### config.mk
export PLATFORM = sky130hd
export DESIGN_NAME = panda_shift_sequencer
export DESIGN_NICKNAME = d
export VERILOG_FILES = /design/src/rtl/panda_pkg.sv /design/src/rtl/panda_shifter.sv /design/src/rtl/panda_shift_sequencer.sv
export SDC_FILE = /design/constraint.sdc
export NUM_CORES = 1
export LEC_CHECK = 0
export CELL_PAD_IN_SITES_DETAIL_PLACEMENT = 0
export CELL_PAD_IN_SITES_GLOBAL_PLACEMENT = 2
export CORE_AREA = 8 8 166 168
export DETAILED_ROUTE_END_ITERATION = 10
export DIE_AREA = 0 0 174 176
export MAX_ROUTING_LAYER = met4
export PLACE_DENSITY = 0.8
export SYNTH_ARGS = -nofsm -noshare
export SYNTH_HDL_FRONTEND = slang
export SYNTH_HIERARCHICAL = 1
export SYNTH_SLANG_ARGS = --single-unit
export TNS_END_PERCENT = 20
### constraint.sdc
create_clock -name clk_i -period 3.7 [get_ports clk_i]
set_input_delay 0.555 -clock clk_i [delete_from_list [all_inputs] [get_ports clk_i]]
set_output_delay 0.555 -clock clk_i [all_outputs]
set_load 0.03 [all_outputs]
### src/rtl/panda_pkg.sv
// Shared types for the shift sequencer: operation encoding, FSM states, op helpers.
package panda_pkg;

  typedef enum logic [2:0] {
    SLL = 3'd0,
    SRL = 3'd1,
    SRA = 3'd2,
    ROL = 3'd3,
    ROR = 3'd4
  } shift_op_e;

  typedef enum logic [1:0] {
    IDLE  = 2'd0,
    PASS1 = 2'd1,
    PASS2 = 2'd2,
    RESP  = 2'd3
  } shift_seq_state_e;

  // Rotates need a second, opposite-direction pass.
  function automatic logic is_rotate(logic [2:0] op);
    return (op == ROL) || (op == ROR);
  endfunction

  // Encodings above ROR are reserved and produce a zero result.
  function automatic logic is_valid_op(logic [2:0] op);
    return op <= ROR;
  endfunction

endpackage

### src/rtl/panda_shifter.sv
// Combinational barrel shifter: left logical, right logical or right arithmetic.
module panda_shifter #(
  parameter int unsigned Width       = 32,
  parameter int unsigned AmountWidth = $clog2(Width)
) (
  input  logic [Width-1:0]       operand_i,
  input  logic [AmountWidth-1:0] amount_i,
  input  logic                   left_i,
  input  logic                   arithmetic_i,
  output logic [Width-1:0]       result_o
);

  // Direction and fill select; arithmetic only applies to right shifts.
  always_comb begin
    result_o = operand_i >> amount_i;
    if (left_i) begin
      result_o = operand_i << amount_i;
    end else if (arithmetic_i) begin
      result_o = $signed(operand_i) >>> amount_i;
    end
  end

endmodule

### src/rtl/panda_shift_sequencer.sv
// Round-robin front-end sharing one barrel shifter; rotates take two passes.
module panda_shift_sequencer
  import panda_pkg::*;
#(
  parameter int unsigned Width       = 32,
  parameter int unsigned AmountWidth = $clog2(Width),
  parameter int unsigned NumReq      = 2,
  parameter int unsigned IdWidth     = $clog2(NumReq)
) (
  input  logic                                clk_i,
  input  logic                                rst_i,
  input  logic [NumReq-1:0]                   req_valid_i,
  output logic [NumReq-1:0]                   req_ready_o,
  input  logic [NumReq-1:0][2:0]              req_op_i,
  input  logic [NumReq-1:0][Width-1:0]        req_operand_i,
  input  logic [NumReq-1:0][AmountWidth-1:0]  req_amount_i,
  output logic                                rsp_valid_o,
  input  logic                                rsp_ready_i,
  output logic [IdWidth-1:0]                  rsp_id_o,
  output logic [Width-1:0]                    rsp_result_o
);

  shift_seq_state_e       state_q;
  logic [IdWidth-1:0]     rr_ptr_q;
  logic [2:0]             op_q;
  logic [Width-1:0]       operand_q;
  logic [AmountWidth-1:0] amount_q;
  logic [IdWidth-1:0]     id_q;
  logic [Width-1:0]       partial_q;
  logic                   rsp_valid_q;
  logic [IdWidth-1:0]     rsp_id_q;
  logic [Width-1:0]       rsp_result_q;

  logic                   grant_found;
  logic [IdWidth-1:0]     grant_id;
  logic [IdWidth-1:0]     rr_ptr_d;
  logic                   sh_left;
  logic                   sh_arith;
  logic [AmountWidth-1:0] sh_amount;
  logic [Width-1:0]       sh_result;
  logic [Width-1:0]       partial_d;

  // Round-robin pick: first valid requester at or after rr_ptr.
  always_comb begin
    int unsigned idx;
    idx         = 0;
    grant_found = 1'b0;
    grant_id    = '0;
    for (int unsigned i = 0; i < NumReq; i++) begin
      idx = (32'(rr_ptr_q) + i) % NumReq;
      if (!grant_found && req_valid_i[IdWidth'(idx)]) begin
        grant_found = 1'b1;
        grant_id    = IdWidth'(idx);
      end
    end
    rr_ptr_d = IdWidth'((32'(grant_id) + 1) % NumReq);
  end

  // Ready is offered only in IDLE and only to the arbitration winner.
  always_comb begin
    req_ready_o = '0;
    if ((state_q == IDLE) && grant_found) begin
      req_ready_o[grant_id] = 1'b1;
    end
  end

  // Shifter control: op-directed first pass, opposite-direction logical second pass.
  always_comb begin
    sh_left   = (op_q == SLL) || (op_q == ROL);
    sh_arith  = (op_q == SRA);
    sh_amount = amount_q;
    if (state_q == PASS2) begin
      sh_left   = (op_q == ROR);
      sh_arith  = 1'b0;
      sh_amount = '0 - amount_q;
    end
  end

  panda_shifter #(
    .Width       (Width),
    .AmountWidth (AmountWidth)
  ) u_shifter (
    .operand_i    (operand_q),
    .amount_i     (sh_amount),
    .left_i       (sh_left),
    .arithmetic_i (sh_arith),
    .result_o     (sh_result)
  );

  assign partial_d = is_valid_op(op_q) ? sh_result : '0;

  // Sequencer FSM with registered response outputs.
  always_ff @(posedge clk_i or posedge rst_i) begin
    if (rst_i) begin
      state_q      <= IDLE;
      rr_ptr_q     <= '0;
      op_q         <= '0;
      operand_q    <= '0;
      amount_q     <= '0;
      id_q         <= '0;
      partial_q    <= '0;
      rsp_valid_q  <= 1'b0;
      rsp_id_q     <= '0;
      rsp_result_q <= '0;
    end else begin
      case (state_q)
        IDLE: begin
          if (grant_found) begin
            op_q      <= req_op_i[grant_id];
            operand_q <= req_operand_i[grant_id];
            amount_q  <= req_amount_i[grant_id];
            id_q      <= grant_id;
            rr_ptr_q  <= rr_ptr_d;
            state_q   <= PASS1;
          end
        end
        PASS1: begin
          partial_q <= partial_d;
          if (is_rotate(op_q) && (amount_q != '0)) begin
            state_q <= PASS2;
          end else begin
            rsp_result_q <= partial_d;
            rsp_id_q     <= id_q;
            rsp_valid_q  <= 1'b1;
            state_q      <= RESP;
          end
        end
        PASS2: begin
          rsp_result_q <= partial_q | sh_result;
          rsp_id_q     <= id_q;
          rsp_valid_q  <= 1'b1;
          state_q      <= RESP;
        end
        RESP: begin
          if (rsp_ready_i) begin
            rsp_valid_q <= 1'b0;
            state_q     <= IDLE;
          end
        end
        default: state_q <= IDLE;
      endcase
    end
  end

  assign rsp_valid_o  = rsp_valid_q;
  assign rsp_id_o     = rsp_id_q;
  assign rsp_result_o = rsp_result_q;

endmodule

==> results.py <==
metrics = {
    "timing": {
        "slew_violations": 0,
        "worstMarginPinSlew_ns": 1.054,
        "hold_viol": 0,
        "min_period_ns": 3.515,
        "timing.fmax_ghz": 0.2845,
        "tns_ns": 0,
        "fin_skew_ns": 0.01218,
        "slew_headroom_pct": 29.48,
        "rsz0062_at_grt": "false",
        "setup_violations": 0,
        "final.period_utilization_pct": 95.00,
    },
    "finish": {
        "nets": 1093,
        "area_growth_pct": 24.15,
        "diodes": 0,
        "drive_gt1_share_pct": 16.40,
        "fill_cells": 2498,
    },
    "yosys": {
        "syn_nets": 988,
        "syn_area_sq_um": 8568,
        "synth_top_cell_area_share_pct": 32.13,
        "yosysWarningCount": 6,
        "synth_area_leaders": "dfrtp_1 32%, mux4_2 9.2%, mux2i_1 5.8%",
        "synth_ff_type": "dfrtp_1",
        "yosysSeqAreaShare_pct": 32.13,
        "synth_edf_count": 0,
        "yosysTopAreaCell": "dfrtp_1",
        "yosysUniqueCellTypes": 74,
        "ys_ff_latch": 110,
        "synthArstFlopShare_pct": 100.0,
        "synth_cells": 896,
        "avgSynthCellArea_sq_um": 9.563,
    },
    "grt": {
        "grt_use_met2_pct": 35.48,
        "antenna_found_initial": 0,
        "grtUsageTotal_pct": 23.92,
        "grt_pass1_vias": 8407,
        "grt_max_degree": 96,
        "grt_pass1_wl_microns": 54720,
        "met3_usage_pct": 3.439,
        "use_met1_pct": 31.82,
        "grt-busiest-layer": "met2",
        "grt-ovfl-total": 0,
    },
    "cts": {
        "cts_tree": "done",
        "htreeDepth": 3,
        "clkLatencyLatePin_ns": 0.37,
        "clk_pin_slew_ns": 0.09,
        "post_cts_buffers": 0,
        "hold_buffers": 0,
        "cts-resized-gates": 0,
        "clock_sinks": 110,
        "ctsRootBufferMaster": "clkbuf_16",
        "cts_made_buffers": 9,
        "cts_buffer_depth": 2,
    },
    "floorplanning": {
        "initial_core_util_pct": 34.52,
        "ioPinCount": 121,
        "die_y_microns": 176,
        "fp-row-count": 58,
        "fp.coreArea_sq_um": 24820,
        "dieArea_sq_um": 30620,
        "chipWidth_microns": 174,
    },
    "drt": {
        "vias_per_cell": 6.189,
        "first_pass_iters": 5,
        "wl_microns": 36150,
        "wl_per_cell_microns": 27.06,
        "vias": 8269,
        "ant_nets": 0,
        "drt_iter0_drc": 956,
        "drc": 0,
    },
    "setup_path": {
        "start_kind": "register",
        "path_max_fanout": 20,
        "cp_cell_sequence": "inv_1 -> ha_1 -> nand2b_1 -> xnor2_2 -> buf_12 -> buf_4 -> mux4_2 -> mux2i_1 -> nand2_1 -> a32oi_1 -> o31ai_1 -> a21oi_1 -> o2bb2ai_2",
        "worst-path-buf-inv": 3,
        "crit_arrival_ns": 3.76,
        "path_delay_family": "compound AO/OA/AOI/OAI gates",
        "critical_path.slowest_cell": "dfrtp_1",
        "cp-end-kind": "register",
        "slowest_delay_ns": 0.41,
        "critical_path_class": "register to register",
        "cp_data_required_time_ns": 3.95,
    },
    "min_path": {
        "hold_path_class": "register to register",
    },
    "placed_design": {
        "port-buffer-count": 120,
        "dpl.hpwl_microns": 27040,
        "place.gp.congestion": 0.9743,
    },
    "run": {
        "maxCapViolCount": 0,
    },
    "outcome": {
        "outcome": "complete, no violations",
    },
}
## metal layers
| layer | wire length, microns | up-vias |
|---|---|---|
| met5 | 0 | - |
| met4 | 1655 | 0 |
| met3 | 2131 | 65 |
| met2 | 16020 | 417 |
| met1 | 16340 | 4078 |
| li1 | - | 3709 |
## Yosys cell counts, types with 3 or more instances
library cell  count
buf_1             5
mux2_2           28
o211ai_1         24
nand2_1          72
mux2i_1          50
a32oi_1           3
inv_1            52
o31ai_1           6
mux4_2           35
o221ai_1          5
dfrtp_1         110
nor3b_1           3
ha_1              7
o22ai_1          17
o21a_1            4
a31oi_1          12
buf_2            21
a22o_1           36
o21ai_1           6
clkbuf_1         40
o2bb2ai_1        32
nand2b_1          8
o2bb2ai_2         3
a211oi_1          6
a21oi_1          65
a2111oi_0         5
nor2b_1           7
a21o_1            3
nand3_1          14
a222oi_1         40
nor3_1           17
o21ai_0          29
or2_2             3
and3_1            4
nor2_1           47
buf_4             3
buf_6            14
a22oi_1          12
## registers in the layout, summed over array words and instances (netlist names), 2 cells and up
name and flops:
operand_q 32, partial_q 32, rsp_result_o 32, amount_q 5, op_q 3, state_q 2
## path summary, 6_finish.rpt
| path | from | depth (start not counted) | end | slack (ns) |
|---|---|---|---|---|
| worst max-delay path | state_q[0]$_DFFE_PP0P_ | 13 | rsp_result_o[1]$_DFFE_PP0P_ | 0.18 |
| worst min-delay path | id_q$_DFFE_PP0P_ | 1 | id_q$_DFFE_PP0P_ | 0.49 |
| worst max register to register | state_q[0]$_DFFE_PP0P_ | 13 | rsp_result_o[1]$_DFFE_PP0P_ | 0.18 |
| worst min register to register | id_q$_DFFE_PP0P_ | 1 | id_q$_DFFE_PP0P_ | 0.49 |
| max in group asynchronous | rst_i | 3 | partial_q[25]$_DFFE_PP0N_ | 2.29 |
| min in group asynchronous | rst_i | 2 | rr_ptr_q$_DFFE_PP0P_ | 0.65 |
## kinds of logic (layout without fill, tap and decap cells)
logic type,Yosys count,in the layout,share of synthesized area (%)
AOI/OAI and AO/OA,333,333,29.23
buffers and inverters,136,246,7.623
adders and majority gates,7,7,1.022
DFF,110,110,32.13
xor gates and xnor gates,3,3,0.3067
muxes,115,115,19.16
and+or+nand+nor,192,192,10.53
## layout by cell type, fill, tap and decap left out, drive strengths merged, types with 7 or more instances in the layout
cell type	instances
clkbuf	9
nand3	14
ha	7
mux2i	51
nor2b	7
clkdlybuf4s50	120
nand2	73
mux2	29
o2bb2ai	35
a22oi	13
mux4	35
a22o	36
o211ai	24
dfrtp	110
buf	57
nor3	17
inv	57
o21ai	38
a222oi	40
a21oi	65
a31oi	12
o22ai	17
nor2	49
nand2b	8
## cell type report
class / instances / area, sq um / share of cell area [%]
timing repair buffer: 177 / 1729 / 16.26
inverter: 53 / 201.4 / 1.894
multi-input combinational: 650 / 5221 / 49.08
sequential: 110 / 2756 / 25.91
clock buffer: 9 / 225.2 / 2.117
clock inverter: 7 / 91.34 / 0.8586
tap: 330 / 412.9 / 3.881
## through the flow
step	hold slack (ns)	area, sq um	worst slack, ns	instances	util (%)
detailed placement	0.4703	10310	0.1933	1320	41.56
floorplan	0.4499	8568	0.2427	896	-
finish	0.4878	10640	0.1849	1336	42.86
global placement	0.4697	10310	0.2313	1320	41.56
global route	0.5146	10640	0.02599	1336	42.86
CTS	0.4910	10630	0.1209	1336	42.84
Power is left out: the tool's default activity adds up to more than one toggle a clock period on the data nets, which glitch-free logic cannot reach.
